`src/rtl/uart_pkg.sv`:
```
// Shared UART constants, parity encodings and transmitter state encoding.
// Used by both the transmit and receive function modules.
package uart_pkg;

    localparam int B115K2 = 434;   // clocks per bit at 50 MHz
    localparam int B9600  = 5208;

    localparam int PAR_NONE = 0;
    localparam int PAR_ODD  = 1;
    localparam int PAR_EVEN = 2;

    typedef enum logic [2:0] {
        S_IDLE,
        S_START,
        S_DATA,
        S_PARITY,
        S_STOP,
        S_DONE
    } tx_state_e;

    // XOR of the low n bits of d.
    function automatic logic xor_bits(input logic [7:0] d, input int n);
        logic p;
        p = 1'b0;
        for (int i = 0; i < 8; i++) begin
            if (i < n) p = p ^ d[i];
        end
        return p;
    endfunction

endpackage

```
`src/rtl/tx_funcmod_if.sv`:
```
// Caller-side handshake and serial line of the UART transmitter.
// The caller is the master; tx_funcmod is the slave.
interface tx_funcmod_if;
    logic       iCall;
    logic [7:0] iData;
    logic       oDone;
    logic       TXD;

    modport master (output iCall, output iData, input oDone, input TXD);
    modport slave  (input iCall, input iData, output oDone, output TXD);
endinterface

```
`src/rtl/bps_tick.sv`:
```
// Bit-period counter: counts 0..BAUD_DIV-1 while enabled and flags the last
// cycle of each bit. Shared between the UART transmitter and receiver.
module bps_tick #(
    parameter int BAUD_DIV = 434
) (
    input  logic clk,
    input  logic rst,
    input  logic en_i,
    input  logic clr_i,
    output logic tick_o
);
    localparam logic [15:0] LAST = 16'(BAUD_DIV - 1);

    logic [15:0] cnt_q;
    logic [15:0] cnt_d;

    assign tick_o = en_i && (cnt_q == LAST);

    always_comb begin
        cnt_d = cnt_q;
        if (clr_i) begin
            cnt_d = '0;
        end else if (en_i) begin
            cnt_d = (cnt_q == LAST) ? 16'd0 : cnt_q + 16'd1;
        end
    end

    always_ff @(posedge clk or posedge rst) begin
        if (rst) cnt_q <= '0;
        else     cnt_q <= cnt_d;
    end
endmodule

```
`src/rtl/tx_funcmod.sv`:
```
// UART transmitter: start bit, DATA_BITS data bits LSB first, optional parity,
// STOP_BITS stop bits, then a one-cycle oDone pulse. TXD and oDone are registered.
module tx_funcmod
    import uart_pkg::*;
#(
    parameter int BAUD_DIV  = B115K2,
    parameter int DATA_BITS = 8,
    parameter int PARITY    = PAR_NONE,
    parameter int STOP_BITS = 1
) (
    input  logic         CLOCK,
    input  logic         RESET,
    tx_funcmod_if.slave  bus
);
    generate
        if (BAUD_DIV < 2 || BAUD_DIV > 65535 || DATA_BITS < 5 || DATA_BITS > 8 ||
            PARITY < PAR_NONE || PARITY > PAR_EVEN || STOP_BITS < 1 || STOP_BITS > 2)
        begin : g_bad_param
            $error("tx_funcmod: illegal BAUD_DIV, DATA_BITS, PARITY or STOP_BITS");
        end
    endgenerate

    tx_state_e  state_q;
    logic [7:0] shift_q;
    logic [2:0] bit_idx_q;
    logic       par_q;
    logic       txd_q;
    logic       done_q;
    logic       tick;
    logic       bit_en;
    logic       last_data;
    logic       last_stop;

    assign bit_en    = (state_q == S_START) || (state_q == S_DATA) ||
                       (state_q == S_PARITY) || (state_q == S_STOP);
    assign last_data = (bit_idx_q == 3'(DATA_BITS - 1));
    assign last_stop = (bit_idx_q == 3'(STOP_BITS - 1));

    bps_tick #(.BAUD_DIV(BAUD_DIV)) u_bps (
        .clk    (CLOCK),
        .rst    (RESET),
        .en_i   (bit_en),
        .clr_i  (!bit_en),
        .tick_o (tick)
    );

    // Outputs are loaded with the value of the state being entered, so the
    // line changes on the same edge as the state.
    always_ff @(posedge CLOCK or posedge RESET) begin
        if (RESET) begin
            state_q   <= S_IDLE;
            shift_q   <= '0;
            bit_idx_q <= '0;
            par_q     <= 1'b0;
            txd_q     <= 1'b1;
            done_q    <= 1'b0;
        end else begin
            done_q <= 1'b0;
            case (state_q)
                S_IDLE: begin
                    txd_q <= 1'b1;
                    if (bus.iCall) begin
                        shift_q   <= bus.iData;
                        bit_idx_q <= '0;
                        par_q     <= xor_bits(bus.iData, DATA_BITS) ^ (PARITY == PAR_ODD);
                        txd_q     <= 1'b0;
                        state_q   <= S_START;
                    end
                end
                S_START: begin
                    if (tick) begin
                        txd_q   <= shift_q[0];
                        state_q <= S_DATA;
                    end
                end
                S_DATA: begin
                    if (tick) begin
                        if (last_data) begin
                            bit_idx_q <= '0;
                            if (PARITY != PAR_NONE) begin
                                txd_q   <= par_q;
                                state_q <= S_PARITY;
                            end else begin
                                txd_q   <= 1'b1;
                                state_q <= S_STOP;
                            end
                        end else begin
                            shift_q   <= shift_q >> 1;
                            bit_idx_q <= bit_idx_q + 3'd1;
                            txd_q     <= shift_q[1];
                        end
                    end
                end
                S_PARITY: begin
                    if (tick) begin
                        txd_q   <= 1'b1;
                        state_q <= S_STOP;
                    end
                end
                S_STOP: begin
                    if (tick) begin
                        if (last_stop) begin
                            done_q  <= 1'b1;
                            state_q <= S_DONE;
                        end else begin
                            bit_idx_q <= bit_idx_q + 3'd1;
                        end
                    end
                end
                S_DONE: begin
                    txd_q   <= 1'b1;
                    state_q <= S_IDLE;
                end
                default: begin
                    txd_q   <= 1'b1;
                    state_q <= S_IDLE;
                end
            endcase
        end
    end

    assign bus.TXD   = txd_q;
    assign bus.oDone = done_q;
endmodule
```
`src/flat_wrapper.sv`:
```
// flat-port wrapper written by rule: the top's interface ports become plain ports
module tx_funcmod_flat import uart_pkg::*;
#(
    parameter int BAUD_DIV  = B115K2,
    parameter int DATA_BITS = 8,
    parameter int PARITY    = PAR_NONE,
    parameter int STOP_BITS = 1
)
  (CLOCK, RESET, bus_iCall, bus_iData, bus_oDone, bus_TXD);
  tx_funcmod_if bus_i ();
  input  logic CLOCK;
  input  logic RESET;
  input wire logic [$bits(bus_i.iCall)-1:0] bus_iCall;
  input wire logic [$bits(bus_i.iData)-1:0] bus_iData;
  output wire logic [$bits(bus_i.oDone)-1:0] bus_oDone;
  output wire logic [$bits(bus_i.TXD)-1:0] bus_TXD;
  assign bus_i.iCall = bus_iCall;
  assign bus_i.iData = bus_iData;
  assign bus_oDone = bus_i.oDone;
  assign bus_TXD = bus_i.TXD;
  tx_funcmod #(.BAUD_DIV(BAUD_DIV), .DATA_BITS(DATA_BITS), .PARITY(PARITY), .STOP_BITS(STOP_BITS)) u_core (.CLOCK(CLOCK), .RESET(RESET), .bus(bus_i));
endmodule
```
`config.mk`:
```
export PLATFORM = sky130hd
export DESIGN_NAME = tx_funcmod_flat
export DESIGN_NICKNAME = d
export VERILOG_FILES = /design/src/rtl/uart_pkg.sv /design/src/rtl/tx_funcmod_if.sv /design/src/rtl/bps_tick.sv /design/src/rtl/tx_funcmod.sv /design/src/flat_wrapper.sv
export SDC_FILE = /design/constraint.sdc
export NUM_CORES = 1
export LEC_CHECK = 0
export ABC_AREA = 1
export BUFFER_PORTS_ARGS = -buffer_cell sky130_fd_sc_hd__buf_2
export CORE_ASPECT_RATIO = 1.2
export CORE_UTILIZATION = 25
export DETAILED_ROUTE_END_ITERATION = 12
export GPL_ROUTABILITY_DRIVEN = 0
export PLACE_DENSITY = 0.43
export SYNTH_ARGS = -nofsm -noshare
export SYNTH_HDL_FRONTEND = slang
export SYNTH_SLANG_ARGS = --single-unit
```
`constraint.sdc`:
```
create_clock -name CLOCK -period 2.05 [get_ports CLOCK]
set_input_delay 0.41 -clock CLOCK [delete_from_list [all_inputs] [get_ports CLOCK]]
set_output_delay 0.41 -clock CLOCK [all_outputs]
set_load 0.01 [all_outputs]
```
Word level (Yosys, flattened, before mapping)
Cells that the tools add are included.
{"block": "classes", "n_addsub": 2, "n_eq_ne": 15, "mux": 29, "bitwise_logic": 1, "n_reduce_logical": 12}
{"op": "3-bit two-way mux", "n": 12}
{"op": "16-bit two-way mux", "n": 2}
{"op": "8-bit two-way mux", "n": 3}
{"op": "16-bit by 1-bit adder with 16-bit output (second input constant)", "n": 1}
{"op": "16-bit by 9-bit == test with 1-bit output (second input constant)", "n": 1}
{"op": "8-bit case mux with 2 select lines", "n": 1}
{"op": "3-bit case mux with 5 select lines", "n": 1}
{"op": "2-bit by 1-bit inequality test with 1-bit output (second input constant)", "n": 6}
{"op": "3-bit case mux with 3 select lines", "n": 1}
{"op": "1-bit two-way mux", "n": 8}
{"op": "4-bit AND reduction", "n": 2}
{"op": "7-bit AND reduction", "n": 1}
{"op": "3-bit by 2-bit == test with 1-bit output (second input constant)", "n": 2}
{"op": "3-bit == test (second input constant)", "n": 2}
{"op": "3-bit logical NOT", "n": 2}
{"op": "2-bit inequality test (second input constant)", "n": 3}
{"op": "1-bit case mux with 5 select lines", "n": 1}
{"op": "5-bit AND reduction", "n": 1}
{"op": "3-bit by 1-bit adder with 3-bit output (second input constant)", "n": 1}
{"op": "3-bit by 1-bit == test with 1-bit output (second input constant)", "n": 1}
{"op": "1-bit logical OR", "n": 3}
{"op": "3-bit nonzero test", "n": 1}
{"op": "2-bit nonzero test", "n": 1}
{"op": "1-bit logical AND", "n": 1}
{"op": "1-bit NOT", "n": 1}
{"block": "word_totals", "reg_bits": 32, "inputBits": 11, "out_inout_bits": 2, "word_cells": 65}

Depth between registers and ports, before layout
Gate-level depths: netlist of run 1.
{"block": "depth", "ltp_word": 7, "depth_mapped": 10, "ltp_nobuf": 10}

Cells and area by module
A second synthesis of run 1 with hierarchy kept.
{"block": "hier_totals", "hier_cells": 289, "hier_area_um2": 2119.5}
{"mod": "tx_funcmod", "n_inst": 1, "cells_each": 142, "area_per_inst_um2": 1093.5, "seq_area_each_um2": 401.6}
{"mod": "bps_tick", "n_inst": 1, "cells_each": 147, "area_per_inst_um2": 1026.0, "seq_area_each_um2": 400.4}

Least setup slack after synthesis of run 1
Ideal clock, no wire load.
{"block": "synth_timing", "kind": "flip-flop to flip-flop", "startpoint": "reg u_core.bit_idx_q[0]", "endpoint": "reg u_core.shift_q[1]", "setup_time_ps": 122, "arrival_ps": 1336, "required_ps": 1928, "path_slack_ps": 592, "stages_incl_launch_ff": 10, "path_buffers": 1, "synth_period_minus_slack_ps": 1458, "path_cell_list": "dfrtp_1 -> ha_1 -> ha_1 -> inv_1 -> nand2_4 -> nand2_4 -> nand3_4 -> buf_8 -> nand2_2 -> o21ai_2"}
{"block": "synth_between", "elab_chain_len": 3}
{"element": "start, declared", "line_no": "tx_funcmod.sv:25", "rtl": "logic [2:0] bit_idx_q;"}
{"element": "start signal, assigned", "line_no": "tx_funcmod.sv:89", "rtl": "bit_idx_q <= bit_idx_q + 3'd1;"}
{"element": "start signal, assigned", "line_no": "tx_funcmod.sv:106", "rtl": "bit_idx_q <= bit_idx_q + 3'd1;"}
{"element": "3-bit == test", "line_no": "tx_funcmod.sv:36", "rtl": "assign last_data = (bit_idx_q == 3'(DATA_BITS - 1));"}
{"element": "2-bit inequality test (no line)"}
{"element": "4-bit AND reduction (no line)"}
{"element": "end signal, assigned", "line_no": "tx_funcmod.sv:63", "rtl": "shift_q <= bus.iData;"}
{"element": "end signal, assigned", "line_no": "tx_funcmod.sv:88", "rtl": "shift_q <= shift_q >> 1;"}
{"element": "end, declared", "line_no": "tx_funcmod.sv:24", "rtl": "logic [7:0] shift_q;"}
No other way between the ends.
A chain may end at the register's enable or synchronous reset.

Worst setup path in the final report of run 1
{"block": "layout_timing", "startpoint": "reg u_core.bit_idx_q[0]", "endpoint": "reg u_core.bit_idx_q[0]"}
{"block": "layout_between", "elab_chain_len": 4, "elab_cells_between_ends": 10, "cone_classes": "add/sub: 1; eq/ne: 2; mux: 5; reduce/logical: 2"}
{"element": "3-bit by 1-bit adder with 3-bit output or 3-bit == test (tied branches)", "line_no": "tx_funcmod.sv:89, tx_funcmod.sv:106, tx_funcmod.sv:36"}
{"element": "3-bit two-way mux, on equally long branches", "line_no": "tx_funcmod.sv:102, tx_funcmod.sv:78"}
{"element": "3-bit two-way mux, on equally long branches", "line_no": "tx_funcmod.sv:101, tx_funcmod.sv:77"}
{"element": "3-bit case mux with 3 select lines", "line_no": "tx_funcmod.sv:59", "rtl": "case (state_q)"}
Parallel ways exist; a longest one is shown, timed or not. The select of a mux whose other input is x is not followed.

==> results of run 1 <==
-- final cells by class --
cell class              count  area, um2
clock buffers               7      96.34
clock inverters             1      30.03
fillers                   788       5075
inverters                  23      91.34
multi-input cells         162      949.7
flip-flops and latches     32      802.0
well taps                  90      112.6
repair buffers             14      75.07
-- worst reg2reg max path: stages (launching register included) --
cell and delay (ns):
sky130_fd_sc_hd__dfrtp_1 0.39, sky130_fd_sc_hd__inv_1 0.07, sky130_fd_sc_hd__ha_1 0.20, sky130_fd_sc_hd__inv_1 0.07, sky130_fd_sc_hd__nor2_1 0.05, sky130_fd_sc_hd__o21ai_0 0.16
sky130_fd_sc_hd__nand2_1 0.08, sky130_fd_sc_hd__a21oi_2 0.20, sky130_fd_sc_hd__nand2_1 0.12, sky130_fd_sc_hd__nand2_1 0.08, sky130_fd_sc_hd__nand2_1 0.04
-- cells by family after synthesis --
group | count (synthesis)
XOR/XNOR | 6
adder cells (fa/ha/maj) | 5
multiplexers | 7
AO/OA/AOI/OAI | 23
AND/OR/NAND/NOR | 121
flip-flops | 32
buffers and inverters | 25
-- worst min path at each step --
stage                      startpoint                     to
floorplan           u_core.shift_q[2]      u_core.shift_q[2]
global placement    u_core.shift_q[4]      u_core.shift_q[4]
detailed placement  u_core.shift_q[5]      u_core.shift_q[5]
CTS                             RESET      u_core.shift_q[4]
global route                    RESET  u_core.u_bps.cnt_q[0]
finish                          RESET  u_core.u_bps.cnt_q[2]
-- registers in the layout (all words and copies together) (netlist names) --
register	cells
u_core.u_bps.cnt_q	16
u_core.bus.oDone	1
u_core.state_q	3
u_core.bit_idx_q	3
u_core.shift_q	8
u_core.bus.TXD	1
-- stage by stage --
| stage | utilization (%) | power, mW | instance area [um2] | cells |
|---|---|---|---|---|
| global route | 29.83 | 2.976 | 2157 | 329 |
| floorplan | - | 1.886 | 1869 | 219 |
| global placement | 28.08 | 2.073 | 2031 | 321 |
| finish | 29.83 | 2.732 | 2157 | 329 |
| detailed placement | 28.08 | 2.087 | 2031 | 321 |
| CTS | 29.83 | 2.780 | 2157 | 329 |
-- cells in the final DEF (no fill, tap or decap), types with 2 or more instances in the layout --
cell type / instances
sky130_fd_sc_hd__inv_1: 16
sky130_fd_sc_hd__o21a_1: 2
sky130_fd_sc_hd__buf_2: 12
sky130_fd_sc_hd__nand2_4: 4
sky130_fd_sc_hd__mux2i_1: 7
sky130_fd_sc_hd__nand3_1: 10
sky130_fd_sc_hd__a21boi_0: 2
sky130_fd_sc_hd__ha_1: 5
sky130_fd_sc_hd__nand3_2: 2
sky130_fd_sc_hd__nor2_1: 34
sky130_fd_sc_hd__dfrtp_1: 31
sky130_fd_sc_hd__nor2_4: 2
sky130_fd_sc_hd__a21oi_1: 7
sky130_fd_sc_hd__nand2_2: 7
sky130_fd_sc_hd__xor2_1: 4
sky130_fd_sc_hd__clkbuf_8: 7
sky130_fd_sc_hd__inv_2: 6
sky130_fd_sc_hd__buf_4: 2
sky130_fd_sc_hd__nand4_1: 4
sky130_fd_sc_hd__nand2_1: 44
sky130_fd_sc_hd__nor2_2: 2
sky130_fd_sc_hd__nand3b_1: 2
sky130_fd_sc_hd__nor3_1: 6
sky130_fd_sc_hd__o21ai_2: 8
sky130_fd_sc_hd__xnor2_1: 2
-- power by group through the flow --
| stage | clock network (mW) | logic (mW) | registers [mW] |
|---|---|---|---|
| after CTS | 0.703 | 1.14 | 0.943 |
| after floorplan | 0 | 0.965 | 0.921 |
| after global placement | 0 | 1.12 | 0.958 |
| after detailed placement | 0 | 1.14 | 0.951 |
| final | 0.682 | 1.11 | 0.940 |
| after global routing | 0.734 | 1.27 | 0.967 |
-- metal layers --
metal  share of wire [%]  up-vias  global-route usage, %  routed length [um]
li1                    -      747                      -                   -
met1                  46      679                  14.39                1757
met2                  49       15                  18.62                1856
met3                 2.8        8                  3.208                 107
met4                 2.1        0                  4.945                  78
met5                   0        -                      0                   0
==> run_results.csv, run 1 <==
group,metric,value,unit
setup_path,worstPathRequired,2.24,ns
setup_path,timing.critical_path.slowest_cell_delay,0.39,ns
die,num_io_pins,13,
clock_network,ctsHoldBuffers,0,
yosys,synth-compound-area-share,8.969,%
yosys,synthSimpleGateAreaFrac,31.93,%
yosys,postSynthRegisterBits,32,
timing,rsz0062_at_grt,"false",
finish,finalNetCount,254,
setup_path,critPathKind,"reg -> reg",
setup_path,worst_setup_path_endpoint,"u_core.bit_idx_q[0]",
clock_network,cts_resized,0,
yosys,yosysWarnings,0,
timing,accumulated_negative_setup_slack,0,ns
yosys,syn-cell-area,1869,um2
timing,setup-violations-final,0,
setup_path,rr_startpoint,"u_core.bit_idx_q[0]",
yosys,synth_top_family_by_area,"simple AND/OR/NAND/NOR gates",
global_routing,grt_overflow_total,0,
die,chipHeight,96.73,um
run,max-cap-violations,0,
yosys,ys_top_cells_by_area,"sky130_fd_sc_hd__dfrtp_1, sky130_fd_sc_hd__nand2_1, sky130_fd_sc_hd__nor2_1, sky130_fd_sc_hd__mux2i_1, sky130_fd_sc_hd__o21ai_2",
yosys,dominantRegCellSynth,"sky130_fd_sc_hd__dfrtp_1",
setup_path,crit_fanout,4,
setup_path,path_cells,"inv_1 > ha_1 > inv_1 > nor2_1 > o21ai_0 > nand2_1 > a21oi_2 > nand2_1 > nand2_1 > nand2_1",
finish,layout-area-overhead-vs-synth,15.39,%
setup_path,timing.critical_path.depth,10,
setup_path,reg2reg_setup_slack,0.48,ns
die,floorplan.core_area,7232,um2
setup_path,critPathBufInv,2,
route,route.detailed.drc,0,
route,drt-pass1-iter-count,4,
route,antenna_violating_nets_left,0,
route,drt_iter0_markers,81,
yosys,synth_most_common_cell,"sky130_fd_sc_hd__nand2_1",
setup_path,arrival,1.76,ns
timing,finalHoldViolCount,0,
yosys,xor_xnor_portion_of_the_synthesized_cell_area,2.811,%
yosys,share_of_cell_area_taken_by_muxes_after_synthesis,3.748,%
clock_network,cts_tree,"done",
global_routing,grt_antenna_before_repair,0,
yosys,post_synth_inst_count,219,
min_path,hp-class,"in -> async",
clock_network,cts-root-buf,"sky130_fd_sc_hd__clkbuf_8",
place,place_hpwl,2737,um
timing,tightestPinTransition,0.4273,ns
yosys,synth_edf_count,0,
global_routing,grt_first_pass_wirelength,6941,um
die,initial_utilization,25.85,%
global_routing,grt_max_degree,33,
finish,antennaDiodeCount,0,
global_routing,grt_usage,11.63,%
die,floorplan.die_area,7828,um2
setup_path,r2r-end,"u_core.bit_idx_q[0]",
clock_network,post_cts.repair.setup_buffers,0,
clock_network,cts.sinks,32,
yosys,synth_seq_area_share,42.90,%
pwr,pwr-share-clk,25.0,%
setup_path,ff2ff_path_depth,10,
pwr,switching_share,39.87,%
outcome,run_status,"complete, no violations",
pwr,static-leakage-power,1.030,nW
route,dr_total_vias,1449,
setup_path,critPathTopFamily,"flip-flops",
yosys,synth_cell_types,34,
place,pre_cts_ws,0.4599,ns
place,place.port_buffers,12,
pwr,power-per-cell-area,1267,nW/um2
die,dieWidth,80.94,um
timing,final_period_minus_worst_setup_slack,1.569,ns
clock_network,htreeDepth,2,
yosys,synth_top_cell_by_area,"sky130_fd_sc_hd__dfrtp_1",
route,viasPerCell,4.404,
timing,slew_headroom,71.51,%
finish,post_route_cells_drive_above_1_share,24.69,%
clock_network,clk_latency,0.29,ns
timing,fin_skew,0.004164,ns
global_routing,number_of_global_route_vias_before_repair,1513,
yosys,synthAdderAreaFrac,3.347,%
yosys,yosys-top-cells-count,"sky130_fd_sc_hd__nand2_1, sky130_fd_sc_hd__nor2_1, sky130_fd_sc_hd__dfrtp_1, sky130_fd_sc_hd__inv_1, sky130_fd_sc_hd__nand3_1",
die,std_cell_rows,34,
pwr,pwr-share-seq,34.4,%
timing,fmaxAchievable,637.3,MHz
setup_path,critPathSlowestCell,"sky130_fd_sc_hd__dfrtp_1",
setup_path,path_common_cell,"sky130_fd_sc_hd__nand2_1",
clock_network,clk_transition_reported_paths,0.07,ns
pwr,power.ir.vdd_worst,0.5990,mV
yosys,postSynthNetCount,235,
timing,final-max-slew-violation-count,0,
route,postRouteWirelength,3800,um
route,post_drt_wl_per_cell,11.55,um
yosys,post_synth.cell_area_avg,8.536,um2
timing,finalHoldWorstSlack,0.2007,ns
pwr,power.share.combinational,40.6,%
timing,period_share,76.54,%
timing,setup_slack,0.4809,ns
pwr,cell_internal_pwr,1.643,mW
clock_network,max-clock-path-buffers,2,
setup_path,endpoint_kind,"flip-flop",
setup_path,setup.worst_path.start,"u_core.bit_idx_q[0]",
setup_path,startpoint_types,"flip-flop",
yosys,synth_top_area_share,41.50,%
clock_network,clock_buffers_created_by_tritoncts,5,
yosys,synth_async_sr_flop_share,100.0,%
pwr,net-switching-power,1.089,mW
Power figures use the tool's default switching activity.
==> run 2: changes to the inputs <==
--- a/config.mk
+++ b/config.mk
@@ -5,13 +5,13 @@
 export SDC_FILE = /design/constraint.sdc
 export NUM_CORES = 1
 export LEC_CHECK = 0
-export ABC_AREA = 1
+export ABC_AREA = 0
 export BUFFER_PORTS_ARGS = -buffer_cell sky130_fd_sc_hd__buf_2
 export CORE_ASPECT_RATIO = 1.2
 export CORE_UTILIZATION = 25
 export DETAILED_ROUTE_END_ITERATION = 12
 export GPL_ROUTABILITY_DRIVEN = 0
-export PLACE_DENSITY = 0.43
+export PLACE_DENSITY = 0.44
 export SYNTH_ARGS = -nofsm -noshare
 export SYNTH_HDL_FRONTEND = slang
 export SYNTH_SLANG_ARGS = --single-unit
==> constraint.sdc (replaced) <==
create_clock -name CLOCK -period 1.35 [get_ports CLOCK]
set_input_delay 0.27 -clock CLOCK [delete_from_list [all_inputs] [get_ports CLOCK]]
set_output_delay 0.27 -clock CLOCK [all_outputs]
set_load 0.01 [all_outputs]
==> run 2 against run 1 <==
The flow now finishes with violations (setup timing). Combinational power down 26%. Worst setup slack worse by 1.3 ns. Sequential cell count unchanged. Count of clock-buffer cells in the layout down 1. Routed wire length up 4.3%. Fmax down 29%. First-iteration DRC count down 56%. Register-to-register slack worse by 1.3 ns. Design area up 20%. Worst hold slack better by 0.033 ns. Sequential share of layout area down 6.3 points.
==> run_results.csv, run 2 <==
group,metric,value,unit
setup_path,timing.critical_path.slowest_cell_delay,0.57,ns
setup_path,critPathKind,"reg -> reg",
clock_network,clk_transition_reported_paths,0.07,ns
die,dieWidth,77.56,um
route,post_drt_wl_per_cell,12.12,um
finish,mostFrequentLayoutCell,"sky130_fd_sc_hd__buf_4",
finish,fin_cells,327,
min_path,hold_path_startpoint,"bus_iData[7]",
die,floorplan.core_area,6526,um2
clock_network,cts.sinks,32,
setup_path,path_common_cell,"sky130_fd_sc_hd__or4_4",
yosys,synth_top_family_by_area,"simple AND/OR/NAND/NOR gates",
timing,setup_slack,-0.8548,ns
yosys,synth_top_area_share,45.29,%
finish,antennaDiodeCount,0,
clock_network,clk_latency,0.28,ns
clock_network,cts-root-buf,"sky130_fd_sc_hd__clkbuf_8",
yosys,share_of_cell_area_taken_by_muxes_after_synthesis,9.788,%
timing,slew_headroom,70.02,%
pwr,power-per-cell-area,1134,nW/um2
global_routing,grt_max_degree,15,
yosys,postSynthNetCount,185,
route,drt_iter0_markers,36,
route,route.detailed.drc,0,
setup_path,crit_fanout,8,
route,dr_total_vias,1472,
global_routing,number_of_global_route_vias_before_repair,1496,
clock_network,cts_tree,"done",
die,floorplan.die_area,7188,um2
clock_network,htreeDepth,2,
timing,finalHoldWorstSlack,0.2340,ns
pwr,static-leakage-power,1.183,nW
yosys,post_synth_inst_count,169,
finish,post_route_cells_drive_above_1_share,44.63,%
finish,layout-area-overhead-vs-synth,51.42,%
setup_path,worstPathRequired,1.52,ns
route,viasPerCell,4.502,
global_routing,grt_first_pass_wirelength,6851,um
yosys,dominantRegCellSynth,"sky130_fd_sc_hd__dfrtp_1",
yosys,synth_seq_area_share,46.82,%
yosys,synth_cell_types,37,
place,place_hpwl,2884,um
timing,setup-violations-final,32,
place,placed_cells_incl_taps,309,
timing,final_period_minus_worst_setup_slack,2.205,ns
finish,registers.top_by_ff_count,"u_core.u_bps.cnt_q",
timing,fin_skew,0.008031,ns
yosys,synth_top_cell_by_area,"sky130_fd_sc_hd__dfrtp_1",
yosys,synth-compound-area-share,8.400,%
yosys,synthAdderAreaFrac,3.652,%
min_path,hp-class,"in -> reg",
die,num_io_pins,13,
global_routing,grt_usage,12.23,%
timing,period_share,163.3,%
timing,tightestPinTransition,0.4459,ns
yosys,xor_xnor_portion_of_the_synthesized_cell_area,6.647,%
setup_path,path_cells,"or4_4 > or4_4 > a21oi_4 > buf_12 > mux2_2",
finish,layout_top_registers,"u_core.u_bps.cnt_q x16, u_core.shift_q x8",
outcome,run_status,"finished with violations",
setup_path,setup.worst_path.start,"u_core.u_bps.cnt_q[11]",
route,postRouteWirelength,3964,um
die,std_cell_rows,32,
yosys,postSynthRegisterBits,32,
yosys,post_synth.cell_area_avg,10.14,um2
setup_path,ff2ff_path_depth,5,
yosys,synth_async_sr_flop_share,100.0,%
min_path,number_of_instances_on_the_worst_hold_path,3,
place,placedInstanceArea,2266,um2
die,initial_utilization,26.25,%
setup_path,rr_startpoint,"u_core.u_bps.cnt_q[11]",
run,max-cap-violations,0,
finish,fin_util,39.74,%
clock_network,clock_buffers_created_by_tritoncts,5,
place,place.port_buffers,12,
finish,layout_common_cells,"sky130_fd_sc_hd__buf_4, sky130_fd_sc_hd__dfrtp_1, sky130_fd_sc_hd__nor2_1",
clock_network,max-clock-path-buffers,2,
outcome,failing_checks,"setup timing",
setup_path,startpoint_types,"flip-flop",
yosys,yosysWarnings,0,
finish,layout.filler_cells,638,
timing,finalHoldViolCount,0,
yosys,synth_most_common_cell,"sky130_fd_sc_hd__dfrtp_1",
yosys,yosys-top-cells-count,"sky130_fd_sc_hd__dfrtp_1, sky130_fd_sc_hd__nor2_1, sky130_fd_sc_hd__mux2_2, sky130_fd_sc_hd__inv_1",
finish,number_of_flip_flops_in_the_largest_register,16,
global_routing,grt_overflow_total,0,
yosys,synthSimpleGateAreaFrac,21.04,%
yosys,ys_top_cells_by_area,"sky130_fd_sc_hd__dfrtp_1, sky130_fd_sc_hd__mux2_2, sky130_fd_sc_hd__nor2_1, sky130_fd_sc_hd__ha_1, sky130_fd_sc_hd__xnor2_1",
setup_path,critPathSlowestCell,"sky130_fd_sc_hd__or4_4",
global_routing,grt_antenna_before_repair,0,
finish,finalNetCount,257,
yosys,syn-cell-area,1713,um2
setup_path,arrival,2.37,ns
pwr,power.ir.vdd_worst,0.7176,mV
route,drt-pass1-iter-count,4,
setup_path,endpoint_kind,"flip-flop",
yosys,synth_edf_count,0,
route,antenna_violating_nets_left,0,
die,chipHeight,92.68,um
timing,final-max-slew-violation-count,0,
finish,finalInstanceArea,2594,um2
timing,rsz0062_at_grt,"true",
timing,fmaxAchievable,453.5,MHz
-- run 2: changes by cell type after synthesis, sizes merged, moves of 6 or more --
cell	delta
mux2	+14
mux2i	-6
nor2	-16
nand3	-8
inv	-13
nand2	-51
-- run 2: kinds of logic after synthesis --
kind of cell / after synthesis
mux: 15
compound gates: 20
xor+xnor: 13
simple gates: 68
buf+inv: 16
fa+ha+maj: 5
flops: 32
-- run 2: layer usage --
metal  vias up  global-route usage [%]  part of all wire, %
li1        743                       -                    -
met1       713                   14.35                   43
met2        12                   21.76                   53
met3         4                   3.251                  2.6
met4         0                   3.302                 0.96
met5         -                       0                    0
-- run 2: through the flow --
step	power, mW	worst slack [ns]	TNS, ns
6_report	2.941	-0.8548	-23.17
5_1_grt	3.103	-0.9046	-25.22
4_1_cts	2.924	-0.8883	-23.64
3_5_place_dp	1.888	-0.9012	-23.59
3_3_place_gp	1.873	-0.8798	-23.26
2_1_floorplan	1.556	-0.9546	-22.49
-- run 2: final cells by class --
cell class                 instances  area (um2)  area share (%)
multi-input combinational        121       955.9           36.85
sequential                        32       802.0           30.92
timing repair buffer              71       584.3           22.53
tap                               85       106.4           4.100
clock buffer                       6       72.57           2.798
inverter                          10       37.54           1.447
clock inverter                     2       35.03           1.351
-- run 2: power breakdown --
| part | total, mW | internal, mW | switching (mW) |
|---|---|---|---|
| registers | 1.21 | 1.12 | 0.0931 |
| logic | 0.826 | 0.484 | 0.342 |
| clock network | 0.904 | 0.548 | 0.357 |
| total | 2.94 | 2.15 | 0.792 |
-- run 2: path summary, 6_finish.rpt --
kind | end | slack (ns)
setup / recovery | u_core.shift_q[6] | -0.85
hold / removal | u_core.shift_q[7] | 0.23
setup reg to reg | u_core.shift_q[6] | -0.85
hold reg to reg | u_core.shift_q[3] | 0.51
max in group asynchronous | u_core.shift_q[2] | 0.35
min in group asynchronous | u_core.u_bps.cnt_q[8] | 0.50
-- run 2: critical path: cells and delay by family, from the launching register on --
| kind | cells | cell delay [ns] |
|---|---|---|
| multiplexers | 1 | 0.32 |
| AND/OR/NAND/NOR | 2 | 1.10 |
| buffers and inverters | 1 | 0.14 |
| flip-flops | 1 | 0.38 |
| AO/OA/AOI/OAI | 1 | 0.16 |
-- run 2: repair_timing --
item,in CTS,in global routing
gates resized for setup,15,11
setup buffers,5,3
setup endpoints to repair,32,32
hold buffers,1,0
gates cloned,1,0
endpoints found under the hold margin,6,0
pin swaps,4,4
==> run 3: changes to the inputs <==
--- a/config.mk
+++ b/config.mk
@@ -11,7 +11,7 @@
 export CORE_UTILIZATION = 25
 export DETAILED_ROUTE_END_ITERATION = 12
 export GPL_ROUTABILITY_DRIVEN = 0
-export PLACE_DENSITY = 0.44
+export PLACE_DENSITY = 0.43
 export SYNTH_ARGS = -nofsm -noshare
 export SYNTH_HDL_FRONTEND = slang
 export SYNTH_SLANG_ARGS = --single-unit
==> constraint.sdc (replaced) <==
create_clock -name CLOCK -period 2.2 [get_ports CLOCK]
set_input_delay 0.44 -clock CLOCK [delete_from_list [all_inputs] [get_ports CLOCK]]
set_output_delay 0.44 -clock CLOCK [all_outputs]
set_load 0.01 [all_outputs]
==> run 3 against run 2 <==
Routed wire length decreased by 6.0%. Fmax shrank 0.16%. Critical path depth stayed put. Critical endpoint is now u_core.shift_q[1]. Clock skew decreased by 0.0013 ns. Utilization down 5.7 points. Count of clock-buffer cells in the layout is the same. Sequential cell count unchanged. Global-route usage is 0.66 points lower. The run still ends with setup timing left. Combinational power down 52%. Total power shrank 45%. Largest power group unchanged.
==> run_results.csv, run 3 (synthesis results as in run 2) <==
group,metric,value,unit
clock_network,cts_tree,"done",
timing,final-max-slew-violation-count,0,
place,pre_cts_ws,-0.1027,ns
route,dr_total_vias,1352,
place,place_hpwl,2686,um
setup_path,rr_startpoint,"u_core.u_bps.cnt_q[11]",
finish,number_of_flip_flops_in_the_largest_register,16,
die,std_cell_rows,32,
finish,layout_top_registers,"u_core.u_bps.cnt_q x16, u_core.shift_q x8",
finish,layout-area-overhead-vs-synth,29.66,%
global_routing,grt_antenna_before_repair,0,
global_routing,grt_first_pass_wirelength,6513,um
setup_path,crit_fanout,8,
route,antenna_violating_nets_left,0,
finish,registers.top_by_ff_count,"u_core.u_bps.cnt_q",
clock_network,clk_latency,0.28,ns
timing,rsz0062_at_grt,"true",
global_routing,grt_usage,11.57,%
pwr,static-leakage-power,1.008,nW
clock_network,cts.sinks,32,
global_routing,number_of_global_route_vias_before_repair,1437,
finish,fin_cells,294,
place,placed_cells_incl_taps,284,
pwr,design_power_total,1.611,mW
die,floorplan.die_area,7188,um2
timing,tightestPinTransition,0.5863,ns
finish,post_route_cells_drive_above_1_share,32.06,%
outcome,failing_checks,"setup timing",
setup_path,arrival,2.38,ns
timing,fmaxAchievable,452.8,MHz
route,drt-pass1-iter-count,2,
global_routing,grt_max_degree,20,
die,floorplan.core_area,6526,um2
finish,mostFrequentLayoutCell,"sky130_fd_sc_hd__dfrtp_1",
timing,finalHoldWorstSlack,0.2089,ns
route,viasPerCell,4.599,
setup_path,ff2ff_path_depth,5,
timing,accumulated_negative_setup_slack,-0.03900,ns
clock_network,htreeDepth,2,
pwr,power.ir.vdd_worst,0.2289,mV
clock_network,cts-root-buf,"sky130_fd_sc_hd__clkbuf_8",
finish,finalInstanceArea,2221,um2
die,chipHeight,92.68,um
timing,slew_headroom,60.87,%
route,route.detailed.drc,0,
die,num_io_pins,13,
timing,finalHoldViolCount,0,
finish,antennaDiodeCount,0,
finish,layout_common_cells,"sky130_fd_sc_hd__dfrtp_1, sky130_fd_sc_hd__nor2_1, sky130_fd_sc_hd__buf_4",
setup_path,startpoint_types,"flip-flop",
place,placedInstanceArea,2059,um2
setup_path,worstPathRequired,2.37,ns
route,postRouteWirelength,3725,um
place,place.port_buffers,12,
timing,setup-violations-final,7,
die,initial_utilization,26.25,%
setup_path,r2r-end,"u_core.shift_q[1]",
timing,period_share,100.4,%
clock_network,clock_buffers_created_by_tritoncts,5,
run,max-cap-violations,0,
setup_path,reg2reg_setup_slack,-0.008,ns
min_path,hp-class,"in -> async",
clock_network,clk_transition_reported_paths,0.07,ns
clock_network,max-clock-path-buffers,2,
route,drt_iter0_markers,17,
timing,fin_skew,0.006703,ns
global_routing,grt_overflow_total,0,
timing,final_period_minus_worst_setup_slack,2.208,ns
pwr,power-per-cell-area,725.2,nW/um2
timing,setup_slack,-0.008303,ns
setup_path,endpoint_kind,"flip-flop",
setup_path,critPathKind,"reg -> reg",
outcome,run_status,"finished with violations",
die,dieWidth,77.56,um
finish,finalNetCount,224,
finish,fin_util,34.03,%
route,post_drt_wl_per_cell,12.67,um
## run 3: cell types whose count changed in the layout (fill, tap and decap cells not counted), moves of 2 or more
cell / delta
sky130_fd_sc_hd__buf_4: -28
sky130_fd_sc_hd__buf_6: -2
sky130_fd_sc_hd__mux2_2: -3
sky130_fd_sc_hd__mux2_4: +3
sky130_fd_sc_hd__nor3_1: +3
sky130_fd_sc_hd__nor3_2: -2
sky130_fd_sc_hd__nor4_1: +3
sky130_fd_sc_hd__nor4_4: -2
sky130_fd_sc_hd__o21ai_0: +2
## run 3: worst max path at each step
stage                                       from             endpoint  slack, ns  depth (start not counted)
after detailed placement  u_core.u_bps.cnt_q[12]    u_core.shift_q[0]      -0.10                          4
after CTS                 u_core.u_bps.cnt_q[11]    u_core.shift_q[3]      -0.03                          5
after global placement    u_core.u_bps.cnt_q[12]    u_core.shift_q[3]      -0.08                          4
after global routing      u_core.u_bps.cnt_q[11]  u_core.bit_idx_q[2]      -0.06                          5
final                     u_core.u_bps.cnt_q[11]    u_core.shift_q[1]     -0.008                          5
after floorplan           u_core.u_bps.cnt_q[12]    u_core.shift_q[0]      -0.11                          5
## run 3: report_power, final
part	leakage (nW)	switching [mW]	internal [mW]	total [mW]
clock network	0.0510	0.223	0.250	0.473
logic	0.543	0.171	0.229	0.400
registers	0.414	0.0524	0.685	0.738
total	1.01	0.446	1.16	1.61
## run 3: routing by layer
metal	track usage (%)	vias to the layer above	wire length (um)
met5	0	-	0
met4	5.031	0	31
met3	3.054	4	102
met2	20.43	17	1900
met1	12.98	655	1690
li1	-	676	-
## run 3: final cells by class
class	count	area [um2]
flip-flops and latches	32	802.0
clock inverters	2	10.01
well taps	85	106.4
multi-input cells	121	885.9
clock buffers	6	82.58
fillers	683	4305
repair buffers	38	296.5
inverters	10	37.54
## run 3: critical path: stages (launching register included)
cell and delay, ns:
sky130_fd_sc_hd__dfrtp_1 0.38, sky130_fd_sc_hd__or4_4 0.53, sky130_fd_sc_hd__or4_4 0.58, sky130_fd_sc_hd__a21oi_4 0.17, sky130_fd_sc_hd__buf_12 0.15, sky130_fd_sc_hd__mux2_4 0.30
## run 3: what timing repair did
| action | in CTS | in global routing |
|---|---|---|
| setup buffers | 2 | 0 |
| gates resized for setup | 4 | 7 |
| hold buffers | 0 | 0 |
| setup endpoints to repair | 10 | 11 |
| pin swaps | 2 | 1 |
| endpoints found under the hold margin | 0 | 0 |
